===== config.mk =====
export PLATFORM = sky130hd
export DESIGN_NAME = ctrl_pipe_flat
export DESIGN_NICKNAME = d
export VERILOG_FILES = /design/src/rtl/ctrl_pkg.sv /design/src/rtl/ctrl_pipe_if.sv /design/src/rtl/ctrl_pipe_fwd_unit.sv /design/src/rtl/ctrl_pipe.sv /design/src/flat_wrapper.sv
export SDC_FILE = /design/constraint.sdc
export NUM_CORES = 1
export LEC_CHECK = 0
export ABC_AREA = 1
export BUFFER_PORTS_ARGS = -buffer_cell sky130_fd_sc_hd__buf_2
export CAP_MARGIN = 30
export CORE_MARGIN = 4
export CORE_UTILIZATION = 50
export DETAILED_ROUTE_END_ITERATION = 12
export PLACE_DENSITY = 0.85
export SLEW_MARGIN = 40
export SYNTH_ARGS = -nofsm -noshare
export SYNTH_HDL_FRONTEND = slang
export SYNTH_SLANG_ARGS = --single-unit

===== constraint.sdc =====
create_clock -name clk -period 2.4 [get_ports clk]
set_clock_uncertainty 0.05 [all_clocks]
set_input_delay 0.24 -clock clk [delete_from_list [all_inputs] [get_ports clk]]
set_output_delay 0.24 -clock clk [all_outputs]
set_load 0.02 [all_outputs]

===== src/rtl/ctrl_pkg.sv =====
// Shared definitions for the pipeline control block: control-word bit layout,
// widths, forwarding-select encodings and the per-stage register records.
package ctrl_pkg;

  localparam int REG_W  = 5;
  localparam int CTRL_W = 11;

  // Decoder word layout, bit 10 down to bit 0
  localparam int B_REGDST   = 10;
  localparam int B_BRANCH   = 9;
  localparam int B_BNE      = 8;
  localparam int B_MEMREAD  = 7;
  localparam int B_MEMTOREG = 6;
  localparam int B_MEMWRITE = 5;
  localparam int B_ALUSRC   = 4;
  localparam int B_REGWRITE = 3;
  localparam int B_JUMP     = 2;
  localparam int B_ALUOP_HI = 1;
  localparam int B_ALUOP_LO = 0;

  typedef logic [CTRL_W-1:0] ctrl_word_t;
  typedef logic [REG_W-1:0]  reg_num_t;

  localparam logic [1:0] FWD_RF    = 2'b00;
  localparam logic [1:0] FWD_MEMWB = 2'b01;
  localparam logic [1:0] FWD_EXMEM = 2'b10;

  localparam ctrl_word_t BUBBLE = '0;

  // ID/EX keeps every field EX, MEM or WB still needs; jump has no effect past ID
  typedef struct packed {
    logic       regdst;
    logic       branch;
    logic       bne;
    logic       mem_read;
    logic       mem_to_reg;
    logic       mem_write;
    logic       alu_src;
    logic       reg_write;
    logic [1:0] alu_op;
    reg_num_t   rs;
    reg_num_t   rt;
    reg_num_t   rd;
  } idex_t;

  typedef struct packed {
    logic     mem_read;
    logic     mem_write;
    logic     mem_to_reg;
    logic     reg_write;
    reg_num_t wreg;
  } exmem_t;

  typedef struct packed {
    logic     reg_write;
    logic     mem_to_reg;
    reg_num_t wreg;
  } memwb_t;

  // A later stage supplies src only if it writes a real register matching src
  function automatic logic reg_hit(input logic reg_write, input reg_num_t wreg,
                                   input reg_num_t src);
    return reg_write && (wreg != '0) && (wreg == src);
  endfunction

  function automatic idex_t unpack_id(input ctrl_word_t c, input reg_num_t rs,
                                      input reg_num_t rt, input reg_num_t rd);
    idex_t r;
    r.regdst     = c[B_REGDST];
    r.branch     = c[B_BRANCH];
    r.bne        = c[B_BNE];
    r.mem_read   = c[B_MEMREAD];
    r.mem_to_reg = c[B_MEMTOREG];
    r.mem_write  = c[B_MEMWRITE];
    r.alu_src    = c[B_ALUSRC];
    r.reg_write  = c[B_REGWRITE];
    r.alu_op     = c[B_ALUOP_HI:B_ALUOP_LO];
    r.rs         = rs;
    r.rt         = rt;
    r.rd         = rd;
    return r;
  endfunction

endpackage


===== src/rtl/ctrl_pipe_if.sv =====
// Decoder-to-datapath control bundle for ctrl_pipe. The counter outputs exist
// only when CTRL_PIPE_STATS_EN is defined.
interface ctrl_pipe_if;
  import ctrl_pkg::*;

  ctrl_word_t id_ctrl;
  reg_num_t   id_rs;
  reg_num_t   id_rt;
  reg_num_t   id_rd;
  logic       ex_zero;

  logic       ex_RegDst;
  logic       ex_ALUSrc;
  logic [1:0] ex_ALUOp;
  logic       branch_taken;
  logic       jump_id;
  logic       mem_MemRead;
  logic       mem_MemWrite;
  logic       wb_RegWrite;
  logic       wb_MemtoReg;
  reg_num_t   wb_wreg;
  logic       pc_write;
  logic       ifid_write;
  logic       if_flush;
  logic [1:0] forward_a;
  logic [1:0] forward_b;
`ifdef CTRL_PIPE_STATS_EN
  logic [31:0] stall_cnt;
  logic [31:0] flush_cnt;
`endif

  modport master (
    output id_ctrl, id_rs, id_rt, id_rd, ex_zero,
    input  ex_RegDst, ex_ALUSrc, ex_ALUOp, branch_taken, jump_id,
    input  mem_MemRead, mem_MemWrite, wb_RegWrite, wb_MemtoReg, wb_wreg,
    input  pc_write, ifid_write, if_flush, forward_a, forward_b
`ifdef CTRL_PIPE_STATS_EN
    , input stall_cnt, flush_cnt
`endif
  );

  modport slave (
    input  id_ctrl, id_rs, id_rt, id_rd, ex_zero,
    output ex_RegDst, ex_ALUSrc, ex_ALUOp, branch_taken, jump_id,
    output mem_MemRead, mem_MemWrite, wb_RegWrite, wb_MemtoReg, wb_wreg,
    output pc_write, ifid_write, if_flush, forward_a, forward_b
`ifdef CTRL_PIPE_STATS_EN
    , output stall_cnt, flush_cnt
`endif
  );

endinterface


===== src/rtl/ctrl_pipe_fwd_unit.sv =====
// EX-stage forwarding select for one ALU operand; the nearer producer
// (EX/MEM) takes priority over MEM/WB.
module fwd_unit
  import ctrl_pkg::*;
(
  input  reg_num_t   src,
  input  logic       exmem_reg_write,
  input  reg_num_t   exmem_wreg,
  input  logic       memwb_reg_write,
  input  reg_num_t   memwb_wreg,
  output logic [1:0] sel
);

  always_comb begin
    sel = FWD_RF;
    if (reg_hit(exmem_reg_write, exmem_wreg, src)) begin
      sel = FWD_EXMEM;
    end else if (reg_hit(memwb_reg_write, memwb_wreg, src)) begin
      sel = FWD_MEMWB;
    end
  end

endmodule


===== src/rtl/ctrl_pipe.sv =====
// Carries the decoder's control word through ID/EX, EX/MEM and MEM/WB, with
// load-use stalls, branch/jump flushes and forwarding. Optional event counters
// are built when CTRL_PIPE_STATS_EN is defined.
module ctrl_pipe
  import ctrl_pkg::*;
(
  input logic        clk,
  input logic        reset,
  ctrl_pipe_if.slave bus
);

  idex_t  idex_reg,  idex_next;
  exmem_t exmem_reg, exmem_next;
  memwb_t memwb_reg, memwb_next;

  logic stall;
  logic branch_taken;
  logic jump_id;
  logic if_flush;

  reg_num_t   fwd_src [2];
  logic [1:0] fwd_sel [2];

  // Hazard detection works on the instruction now in EX against the one in ID
  always_comb begin
    stall = idex_reg.mem_read && (idex_reg.rt != '0) &&
            ((idex_reg.rt == bus.id_rs) || (idex_reg.rt == bus.id_rt));
    branch_taken = (idex_reg.branch & bus.ex_zero) | (idex_reg.bne & ~bus.ex_zero);
    jump_id  = bus.id_ctrl[B_JUMP] & ~stall & ~branch_taken;
    if_flush = branch_taken | jump_id;
  end

  // A taken branch squashes the wrong-path ID word; a stall holds it in ID
  always_comb begin
    idex_next = unpack_id(BUBBLE, '0, '0, '0);
    if (!(stall || branch_taken)) begin
      idex_next = unpack_id(bus.id_ctrl, bus.id_rs, bus.id_rt, bus.id_rd);
    end
  end

  always_comb begin
    exmem_next            = '0;
    exmem_next.mem_read   = idex_reg.mem_read;
    exmem_next.mem_write  = idex_reg.mem_write;
    exmem_next.mem_to_reg = idex_reg.mem_to_reg;
    exmem_next.reg_write  = idex_reg.reg_write;
    exmem_next.wreg       = idex_reg.regdst ? idex_reg.rd : idex_reg.rt;
  end

  always_comb begin
    memwb_next            = '0;
    memwb_next.reg_write  = exmem_reg.reg_write;
    memwb_next.mem_to_reg = exmem_reg.mem_to_reg;
    memwb_next.wreg       = exmem_reg.wreg;
  end

  always_ff @(posedge clk) begin
    if (reset) begin
      idex_reg  <= '0;
      exmem_reg <= '0;
      memwb_reg <= '0;
    end else begin
      idex_reg  <= idex_next;
      exmem_reg <= exmem_next;
      memwb_reg <= memwb_next;
    end
  end

  assign fwd_src[0] = idex_reg.rs;
  assign fwd_src[1] = idex_reg.rt;

  for (genvar gi = 0; gi < 2; gi++) begin : g_fwd
    fwd_unit u_fwd (
      .src             (fwd_src[gi]),
      .exmem_reg_write (exmem_reg.reg_write),
      .exmem_wreg      (exmem_reg.wreg),
      .memwb_reg_write (memwb_reg.reg_write),
      .memwb_wreg      (memwb_reg.wreg),
      .sel             (fwd_sel[gi])
    );
  end

  assign bus.ex_RegDst    = idex_reg.regdst;
  assign bus.ex_ALUSrc    = idex_reg.alu_src;
  assign bus.ex_ALUOp     = idex_reg.alu_op;
  assign bus.branch_taken = branch_taken;
  assign bus.jump_id      = jump_id;
  assign bus.mem_MemRead  = exmem_reg.mem_read;
  assign bus.mem_MemWrite = exmem_reg.mem_write;
  assign bus.wb_RegWrite  = memwb_reg.reg_write;
  assign bus.wb_MemtoReg  = memwb_reg.mem_to_reg;
  assign bus.wb_wreg      = memwb_reg.wreg;
  // A taken branch redirects the PC even when a load-use stall is pending
  assign bus.pc_write     = ~stall | branch_taken;
  assign bus.ifid_write   = ~stall | branch_taken;
  assign bus.if_flush     = if_flush;
  assign bus.forward_a    = fwd_sel[0];
  assign bus.forward_b    = fwd_sel[1];

`ifdef CTRL_PIPE_STATS_EN
  logic [31:0] stall_cnt_reg;
  logic [31:0] flush_cnt_reg;

  // Stalls overridden by a taken branch are not real stalls
  always_ff @(posedge clk) begin
    if (reset) begin
      stall_cnt_reg <= '0;
      flush_cnt_reg <= '0;
    end else begin
      if (stall && !branch_taken) begin
        stall_cnt_reg <= stall_cnt_reg + 32'd1;
      end
      if (if_flush) begin
        flush_cnt_reg <= flush_cnt_reg + 32'd1;
      end
    end
  end

  assign bus.stall_cnt = stall_cnt_reg;
  assign bus.flush_cnt = flush_cnt_reg;
`endif

endmodule

===== src/flat_wrapper.sv =====
// flat-port wrapper written by rule: the top's interface ports become plain ports
module ctrl_pipe_flat import ctrl_pkg::*;
  (clk, reset, bus_id_ctrl, bus_id_rs, bus_id_rt, bus_id_rd, bus_ex_zero, bus_ex_RegDst, bus_ex_ALUSrc, bus_ex_ALUOp, bus_branch_taken, bus_jump_id, bus_mem_MemRead, bus_mem_MemWrite, bus_wb_RegWrite, bus_wb_MemtoReg, bus_wb_wreg, bus_pc_write, bus_ifid_write, bus_if_flush, bus_forward_a, bus_forward_b);
  ctrl_pipe_if bus_i ();
  input logic clk;
  input logic reset;
  input wire logic [$bits(bus_i.id_ctrl)-1:0] bus_id_ctrl;
  input wire logic [$bits(bus_i.id_rs)-1:0] bus_id_rs;
  input wire logic [$bits(bus_i.id_rt)-1:0] bus_id_rt;
  input wire logic [$bits(bus_i.id_rd)-1:0] bus_id_rd;
  input wire logic [$bits(bus_i.ex_zero)-1:0] bus_ex_zero;
  output wire logic [$bits(bus_i.ex_RegDst)-1:0] bus_ex_RegDst;
  output wire logic [$bits(bus_i.ex_ALUSrc)-1:0] bus_ex_ALUSrc;
  output wire logic [$bits(bus_i.ex_ALUOp)-1:0] bus_ex_ALUOp;
  output wire logic [$bits(bus_i.branch_taken)-1:0] bus_branch_taken;
  output wire logic [$bits(bus_i.jump_id)-1:0] bus_jump_id;
  output wire logic [$bits(bus_i.mem_MemRead)-1:0] bus_mem_MemRead;
  output wire logic [$bits(bus_i.mem_MemWrite)-1:0] bus_mem_MemWrite;
  output wire logic [$bits(bus_i.wb_RegWrite)-1:0] bus_wb_RegWrite;
  output wire logic [$bits(bus_i.wb_MemtoReg)-1:0] bus_wb_MemtoReg;
  output wire logic [$bits(bus_i.wb_wreg)-1:0] bus_wb_wreg;
  output wire logic [$bits(bus_i.pc_write)-1:0] bus_pc_write;
  output wire logic [$bits(bus_i.ifid_write)-1:0] bus_ifid_write;
  output wire logic [$bits(bus_i.if_flush)-1:0] bus_if_flush;
  output wire logic [$bits(bus_i.forward_a)-1:0] bus_forward_a;
  output wire logic [$bits(bus_i.forward_b)-1:0] bus_forward_b;
  assign bus_i.id_ctrl = bus_id_ctrl;
  assign bus_i.id_rs = bus_id_rs;
  assign bus_i.id_rt = bus_id_rt;
  assign bus_i.id_rd = bus_id_rd;
  assign bus_i.ex_zero = bus_ex_zero;
  assign bus_ex_RegDst = bus_i.ex_RegDst;
  assign bus_ex_ALUSrc = bus_i.ex_ALUSrc;
  assign bus_ex_ALUOp = bus_i.ex_ALUOp;
  assign bus_branch_taken = bus_i.branch_taken;
  assign bus_jump_id = bus_i.jump_id;
  assign bus_mem_MemRead = bus_i.mem_MemRead;
  assign bus_mem_MemWrite = bus_i.mem_MemWrite;
  assign bus_wb_RegWrite = bus_i.wb_RegWrite;
  assign bus_wb_MemtoReg = bus_i.wb_MemtoReg;
  assign bus_wb_wreg = bus_i.wb_wreg;
  assign bus_pc_write = bus_i.pc_write;
  assign bus_ifid_write = bus_i.ifid_write;
  assign bus_if_flush = bus_i.if_flush;
  assign bus_forward_a = bus_i.forward_a;
  assign bus_forward_b = bus_i.forward_b;
  ctrl_pipe u_core (.clk(clk), .reset(reset), .bus(bus_i));
endmodule

==> results of run 1 <==
==> placed cells by master, fill, tap and decap left out, types with 2 or more instances in the layout <==
cell type / Yosys / routed
sky130_fd_sc_hd__clkbuf_4: 0 / 5
sky130_fd_sc_hd__nand4_1: 5 / 5
sky130_fd_sc_hd__inv_1: 43 / 43
sky130_fd_sc_hd__xor2_1: 7 / 7
sky130_fd_sc_hd__nand2_1: 32 / 32
sky130_fd_sc_hd__nand3_1: 5 / 5
sky130_fd_sc_hd__xnor2_1: 13 / 13
sky130_fd_sc_hd__dfxtp_1: 41 / 41
sky130_fd_sc_hd__o21ai_0: 4 / 4
sky130_fd_sc_hd__nor3_1: 4 / 4
sky130_fd_sc_hd__a211oi_1: 5 / 5
sky130_fd_sc_hd__clkbuf_8: 1 / 2
sky130_fd_sc_hd__buf_2: 0 / 50
sky130_fd_sc_hd__nor2_1: 52 / 52
sky130_fd_sc_hd__inv_2: 3 / 3
==> Yosys cell counts <==
master,number,area (um2)
sky130_fd_sc_hd__dfxtp_1,41,820.8
sky130_fd_sc_hd__clkbuf_1,1,3.750
sky130_fd_sc_hd__nand3_1,5,25.02
sky130_fd_sc_hd__inv_2,3,11.26
sky130_fd_sc_hd__nand2_4,1,11.26
sky130_fd_sc_hd__buf_6,2,22.52
sky130_fd_sc_hd__clkbuf_8,1,13.76
sky130_fd_sc_hd__nor2_2,1,6.260
sky130_fd_sc_hd__o21ai_0,4,20.02
sky130_fd_sc_hd__clkinv_1,1,3.750
sky130_fd_sc_hd__xnor2_1,13,113.9
sky130_fd_sc_hd__inv_1,43,161.4
sky130_fd_sc_hd__buf_4,3,22.52
sky130_fd_sc_hd__nor3_1,4,20.02
sky130_fd_sc_hd__nand2_2,1,6.260
sky130_fd_sc_hd__nor2_1,52,195.2
sky130_fd_sc_hd__a211oi_1,5,37.54
sky130_fd_sc_hd__clkbuf_2,3,15.01
sky130_fd_sc_hd__xor2_1,7,61.31
sky130_fd_sc_hd__nand4_1,5,31.28
sky130_fd_sc_hd__nand2_1,32,120.1
==> where the power goes <==
part / internal (mW) / switching, mW / leakage, nW
clock network: 0.170 / 0.207 / 0.0413
registers: 0.716 / 0.0281 / 0.337
logic: 0.0783 / 0.106 / 0.733
==> worst min-delay path: stages <==
cell                     delay [ns]
sky130_fd_sc_hd__buf_2         0.09
sky130_fd_sc_hd__inv_1         0.04
sky130_fd_sc_hd__nor2_1        0.03
==> routing by layer <==
layer  vias up  track usage (%)  wire length, um
li1        764                -                -
met5         -                0                0
met1       609            18.19             1332
met2        49            27.48             1602
met3        13            4.890              203
met4         0            10.15              118
==> layout make-up <==
type                       instances  area, um2  area share, %
sequential                        41      820.8          40.57
multi-input combinational        130      648.1          32.03
timing repair buffer              50      250.2          12.37
inverter                          47      176.4          8.720
clock buffer                       7      65.06          3.216
tap                               46      57.56          2.845
clock inverter                     1      5.005         0.2474
==> path summary, 6_finish.rpt <==
kind,startpoint,to,slack [ns],cells past startpoint
worst max-delay path,u_core.fwd_src[0]$_SDFF_PP0_,bus_if_flush,0.43,10
worst min-delay path,bus_id_ctrl[6],u_core.exmem_next[6]$_SDFF_PP0_,0.04,3
worst max register to register,u_core.fwd_src[0]$_SDFF_PP0_,u_core.fwd_src[0]$_SDFF_PP0_,0.88,9
worst min register to register,u_core.exmem_next[6]$_SDFF_PP0_,u_core.exmem_reg[6]$_SDFF_PP0_,0.36,2
==> kinds of logic after synthesis <==
kind of cell	after synthesis
and+or+nand+nor	101
AOI/OAI and AO/OA	9
xor gates and xnor gates	20
buffers and inverters	57
DFF	41
==> metrics.txt, run 1 <==
total cell area at the placement stage 0.001953 mm2; Post-layout nets 304; final instance area 0.002023 mm2; mean cell area of the mapped netlist 7.557 um2; compound-gate portion of the synthesized area 3.341%; CTS-repair resized insts 0; clock buffers created by TritonCTS 5; Post-Synth Simple-Gate Area 24.11%; combined area of all synthesized cells 0.001723 mm2; total negative setup slack 0 ns; number of hold-repair buffers added at the cts stage 0; P_leak 1.112 nW; minimum clock period after layout 1.973 ns; fraction of layout cells with a size suffix above 1 23.19%; antenna violations before repair 0; post-layout worst setup margin 0.4273 ns; highest net fanout along the worst path 6; TritonCTS clock tree built; area of the core region 0.003337 mm2; library cell used as clock root buffer sky130_fd_sc_hd__clkbuf_4; kind of cell adding the most delay to the critical path simple AND/OR/NAND/NOR gates; setup fix buffers added after clock tree synthesis 0; endpoints failing hold 0; post-synthesis adder-cell area fraction 0%; DRC violations left 0; slowest stage cell, crit path sky130_fd_sc_hd__dfxtp_1; clk buf depth 2; wire per inst 10.11 um; classification of the worst setup path reg -> out; flop and latch count out of synthesis 41; pin count of the biggest net entering global routing 26; total congestion overflow after global routing 0; dominant combinational cell family by area after synthesis simple AND/OR/NAND/NOR gates; hold_ws 0.03858 ns; initial core utilization 51.63%; count of distinct cell types in the synthesized netlist 21; kind of launch point of the worst setup path register; via count of the first global-routing pass 1,311; max FFs per register 10; sum of net half-perimeters after detailed placement 2.592 mm; run status finished, final reports clean; total instance count after detailed placement 314; Util after Layout 60.63%; Syn Nets 257; final worst-path cycle share 82.20%; Vias/cell 4.457; number of nets with antenna violations after detailed routing 0; number of H-tree levels 2; horizontal extent of the die 66.70 um; final antenna diode count 0; final non-filler cell total 322; Maximum Capacitance Violations 0; post-layout total power 1.306 mW; Worst Path Buf+Inv 2; mux share of post-synthesis cell area 0%; type of destination of the critical path output port; cell mode on critical path sky130_fd_sc_hd__nand2_1; max frequency 506.9 MHz; relative area change from synthesis to final layout 17.43%; hold crit path type in -> reg; total iterations of the first detailed-routing run 4; largest stage delay on the critical path 0.47 ns; count of final setup violators 0; I/O pins 51; Clock Sink Count 41; Worst Max-Slew Pin Slew 0.3069 ns; number of placement rows 21; count of buffers inserted at the top-level ports 50; vertical extent of the die 66.70 um; unrepaired setup endpoints after global routing no; Post-Synth XOR/XNOR Area 10.17%; minimum setup slack after placement 0.7947 ns; Layout fillers 317; total global routing track utilization 16.47%; worst path required time 2.11 ns; CP Cell Sequence inv_1 -> nand2_1 -> nand2_1 -> nor2_1 -> nand3_1 -> nand2_1 -> nand2_2 -> nand2_1 -> nand2_1 -> buf_2; total via count after detailed routing 1,435; die footprint 0.004449 mm2; starting DRC count in detailed routing 37; areal power density over the cells 645.7 mW/mm2; clock latency on the worst-skew pair 0.34 ns; clock slew at the register clock pins of the worst setup and hold paths 0.11 ns; data arrival time at the worst-slack endpoint 1.68 ns; Final Wtd Congestion 1.024; number of instances in the synthesized netlist 228; normalized max-slew margin 79.32%; detailed-route wire length 3.257 mm; maximum vdd ir drop 0.3476 mV; sequential-to-total area share from yosys stat 47.64%; Final Max Tran Viols 0; global-route wire length before repair 5.395 mm; Synth Warn # 0
No activity file was read; power rests on OpenSTA's default activity.
==> run 2: changes to the inputs <==
--- a/config.mk
+++ b/config.mk
@@ -5,13 +5,13 @@
 export SDC_FILE = /design/constraint.sdc
 export NUM_CORES = 1
 export LEC_CHECK = 0
-export ABC_AREA = 1
+export ABC_AREA = 0
 export BUFFER_PORTS_ARGS = -buffer_cell sky130_fd_sc_hd__buf_2
 export CAP_MARGIN = 30
 export CORE_MARGIN = 4
-export CORE_UTILIZATION = 50
+export CORE_UTILIZATION = 47
 export DETAILED_ROUTE_END_ITERATION = 12
-export PLACE_DENSITY = 0.85
+export PLACE_DENSITY = 0.82
 export SLEW_MARGIN = 40
 export SYNTH_ARGS = -nofsm -noshare
 export SYNTH_HDL_FRONTEND = slang
==> constraint.sdc (replaced) <==
create_clock -name clk -period 1.8 [get_ports clk]
set_clock_uncertainty 0.05 [all_clocks]
set_input_delay 0.18 -clock clk [delete_from_list [all_inputs] [get_ports clk]]
set_output_delay 0.18 -clock clk [all_outputs]
set_load 0.02 [all_outputs]
==> run 2 against run 1 <==
  * The run now ends with negative setup slack left
  * Global-route usage up 2.0 points
  * Final cell count down 6.2%
  * Highest routed layer unchanged
  * Largest cell class is now multi-input combinational cells
  * Wire length up 37%
  * Critical path type unchanged
  * Worst hold slack better by 0.033 ns
==> metrics.txt, run 2 <==
number of instances in the synthesized netlist 188; sequential-to-total area share from yosys stat 42.57%; count of buffers inserted at the top-level ports 50; final instance area 0.002671 mm2; total global routing track utilization 18.43%; Syn Nets 217; P_leak 1.163 nW; number of H-tree levels 2; Final Max Tran Viols 0; Final Wtd Congestion 0.8089; mux share of post-synthesis cell area 3.115%; Vias/cell 5.076; area of the core region 0.003971 mm2; Post-layout nets 280; relative area change from synthesis to final layout 38.55%; slowest stage cell, crit path sky130_fd_sc_hd__or4_4; fraction of layout cells with a size suffix above 1 55.16%; clk buf depth 2; CP Cell Sequence xor2_1 -> or4_4 -> nor4_4 -> buf_4; DRC violations left 0; total cell area at the placement stage 0.002346 mm2; commonest non-fill, non-tap cells in the layout sky130_fd_sc_hd__buf_2 (42), sky130_fd_sc_hd__dfxtp_1 (26), sky130_fd_sc_hd__nand3b_1 (25); horizontal extent of the die 72.05 um; Synth top area share 42.57%; library cell used as clock root buffer sky130_fd_sc_hd__clkbuf_8; largest stage delay on the critical path 0.53 ns; number of flops mapped to enable cells by yosys 0; main flop type after synthesis sky130_fd_sc_hd__dfxtp_1; starting DRC count in detailed routing 54; vertical extent of the die 72.05 um; Worst Path Buf+Inv 1; Worst Max-Slew Pin Slew 0.5805 ns; classification of the worst setup path reg -> out; detailed-route wire length 4.458 mm; compound-gate portion of the synthesized area 12.98%; internal power of the cells 1.532 mW; NetSw 596.1 uW; dominant combinational cell family by area after synthesis simple AND/OR/NAND/NOR gates; count of distinct cell types in the synthesized netlist 24; Maximum Capacitance Violations 0; count leader, synth sky130_fd_sc_hd__dfxtp_1; endpoints failing hold 0; type of destination of the critical path output port; combined area of all synthesized cells 0.001928 mm2; share of flip-flops with an asynchronous set or reset after synthesis 0%; wire per inst 14.76 um; total negative setup slack -1.326 ns; antenna violations before repair 0; areal power density over the cells 796.8 mW/mm2; clock latency on the worst-skew pair 0.30 ns; post-layout worst setup margin -0.2420 ns; normalized max-slew margin 61.30%; hold crit path type in -> reg; flop and latch count out of synthesis 41; Post-Synth Simple-Gate Area 19.79%; max FFs per register 10; Clock power frac 32.2%; failing checks negative setup slack; total via count after detailed routing 1,533; count of final setup violators 8; die footprint 0.005191 mm2; maximum vdd ir drop 0.4920 mV; unrepaired setup endpoints after global routing yes; Synth area leaders sky130_fd_sc_hd__dfxtp_1 (43%), sky130_fd_sc_hd__nand3b_1 (9.7%), sky130_fd_sc_hd__a21oi_2 (9.1%), sky130_fd_sc_hd__xnor2_1 (7.3%), sky130_fd_sc_hd__xor2_1 (6.4%); total congestion overflow after global routing 0; kind of launch point of the worst setup path register; leading cell type in the layout, fill and taps excluded sky130_fd_sc_hd__buf_2; sum of net half-perimeters after detailed placement 3.055 mm; I/O pins 51; kind of cell adding the most delay to the critical path simple AND/OR/NAND/NOR gates; clock slew at the register clock pins of the worst setup and hold paths 0.08 ns; minimum clock period after layout 2.042 ns; post-layout total power 2.129 mW; global-route wire length before repair 7.369 mm; part of the power in registers 46.8%; worst path required time 1.57 ns; highest net fanout along the worst path 4; Post-Synth XOR/XNOR Area 13.63%; TritonCTS clock tree built; fraction of power spent switching nets 28.01%; final non-filler cell total 302; post-synthesis adder-cell area fraction 0%; final worst-path cycle share 113.4%; Util after Layout 67.27%; data arrival time at the worst-slack endpoint 1.81 ns; number of nets with antenna violations after detailed routing 0; total iterations of the first detailed-routing run 4; Clock Sink Count 41; mean cell area of the mapped netlist 10.26 um2; number of placement rows 23; most common library cells after synthesis sky130_fd_sc_hd__dfxtp_1 (41), sky130_fd_sc_hd__nand3b_1 (25), sky130_fd_sc_hd__a21oi_2 (20); initial core utilization 48.55%; number of hold-repair buffers added at the cts stage 0; post-synth top area cell sky130_fd_sc_hd__dfxtp_1; combinational group share of total power 21.1%; total instance count after detailed placement 289; pin count of the biggest net entering global routing 42; Layout fillers 299; run status finished with violations; max frequency 489.7 MHz; clock buffers created by TritonCTS 5; via count of the first global-routing pass 1,600; final antenna diode count 0; Synth Warn # 0
-- run 2: cell types whose count changed after synthesis, sizes merged, moves of 7 or more --
cell,delta
nor2,-48
inv,-45
nand2,-30
a21oi,+26
nand3b,+25
nor2b,+11
buf,+8
xor2,+7
-- run 2: cell families (layout without fill, tap and decap cells) --
kind of cell | count (synthesis) | count (layout)
DFF | 41 | 41
muxes | 6 | 6
xor gates and xnor gates | 30 | 30
buffers and inverters | 21 | 85
and+or+nand+nor | 59 | 59
AOI/OAI and AO/OA | 31 | 31
-- run 2: cell type report --
cell class	instances	area [um2]	area share [%]
Clock inverter	2	16.27	0.6089
Inverter	1	3.754	0.1405
Multi-Input combinational cell	126	1125	42.11
Sequential cell	41	854.6	31.99
Clock buffer	6	93.84	3.513
Timing Repair Buffer	76	515.5	19.30
Tap cell	50	62.56	2.342
-- run 2: worst paths after layout --
kind / startpoint / endpoint / slack [ns] / cells past startpoint
setup reg to reg: u_core.fwd_src[2]$_SDFF_PP0_ / u_core.idex_reg[4]$_SDFF_PP0_ / 0.07 / 9
hold reg to reg: u_core.exmem_next[7]$_SDFF_PP0_ / u_core.bus.mem_MemWrite$_SDFF_PP0_ / 0.39 / 1
setup / recovery: u_core.bus.wb_wreg[4]$_SDFF_PP0_ / bus_forward_b[0] / -0.24 / 4
hold / removal: bus_id_ctrl[4] / u_core.bus.ex_ALUSrc$_SDFF_PP0_ / 0.07 / 3
-- run 2: metrics by stage --
step / setup slack [ns] / hold WS (ns)
floorplan: -0.04078 / 0.2704
global placement: 0.01174 / 0.3704
detailed placement: -0.04005 / 0.3747
CTS: -0.2554 / 0.06613
global route: -0.3172 / 0.07583
finish: -0.2420 / 0.07188
-- run 2: worst min-delay path, delay by kind of cell --
| family | cells | cell delay (ns) |
|---|---|---|
| buffers and inverters | 1 | 0.09 |
| and+or+nand+nor | 1 | 0.06 |
| AOI/OAI and AO/OA | 1 | 0.04 |
-- run 2: power groups by stage --
stage,registers [mW],logic (mW),clock network [mW]
final,0.995,0.448,0.685
after CTS,0.992,0.429,0.697
after detailed placement,1.01,0.380,0
after global routing,1.00,0.486,0.741
after global placement,1.01,0.373,0
after floorplan,1.01,0.274,0
-- run 2: per-layer routing --
| layer | part of all wire (%) | GRT usage [%] | up-vias |
|---|---|---|---|
| met5 | 0 | 0 | - |
| met2 | 52 | 32.24 | 50 |
| met1 | 38 | 20.10 | 708 |
| li1 | - | - | 763 |
| met3 | 6.8 | 5.402 | 12 |
| met4 | 2.5 | 9.603 | 0 |
-- run 2: what timing repair did --
action	CTS	global route
gates cloned	0	0
pin swaps	8	9
resized for setup	32	16
buffers inserted	6	0
endpoints found under the setup margin	8	19
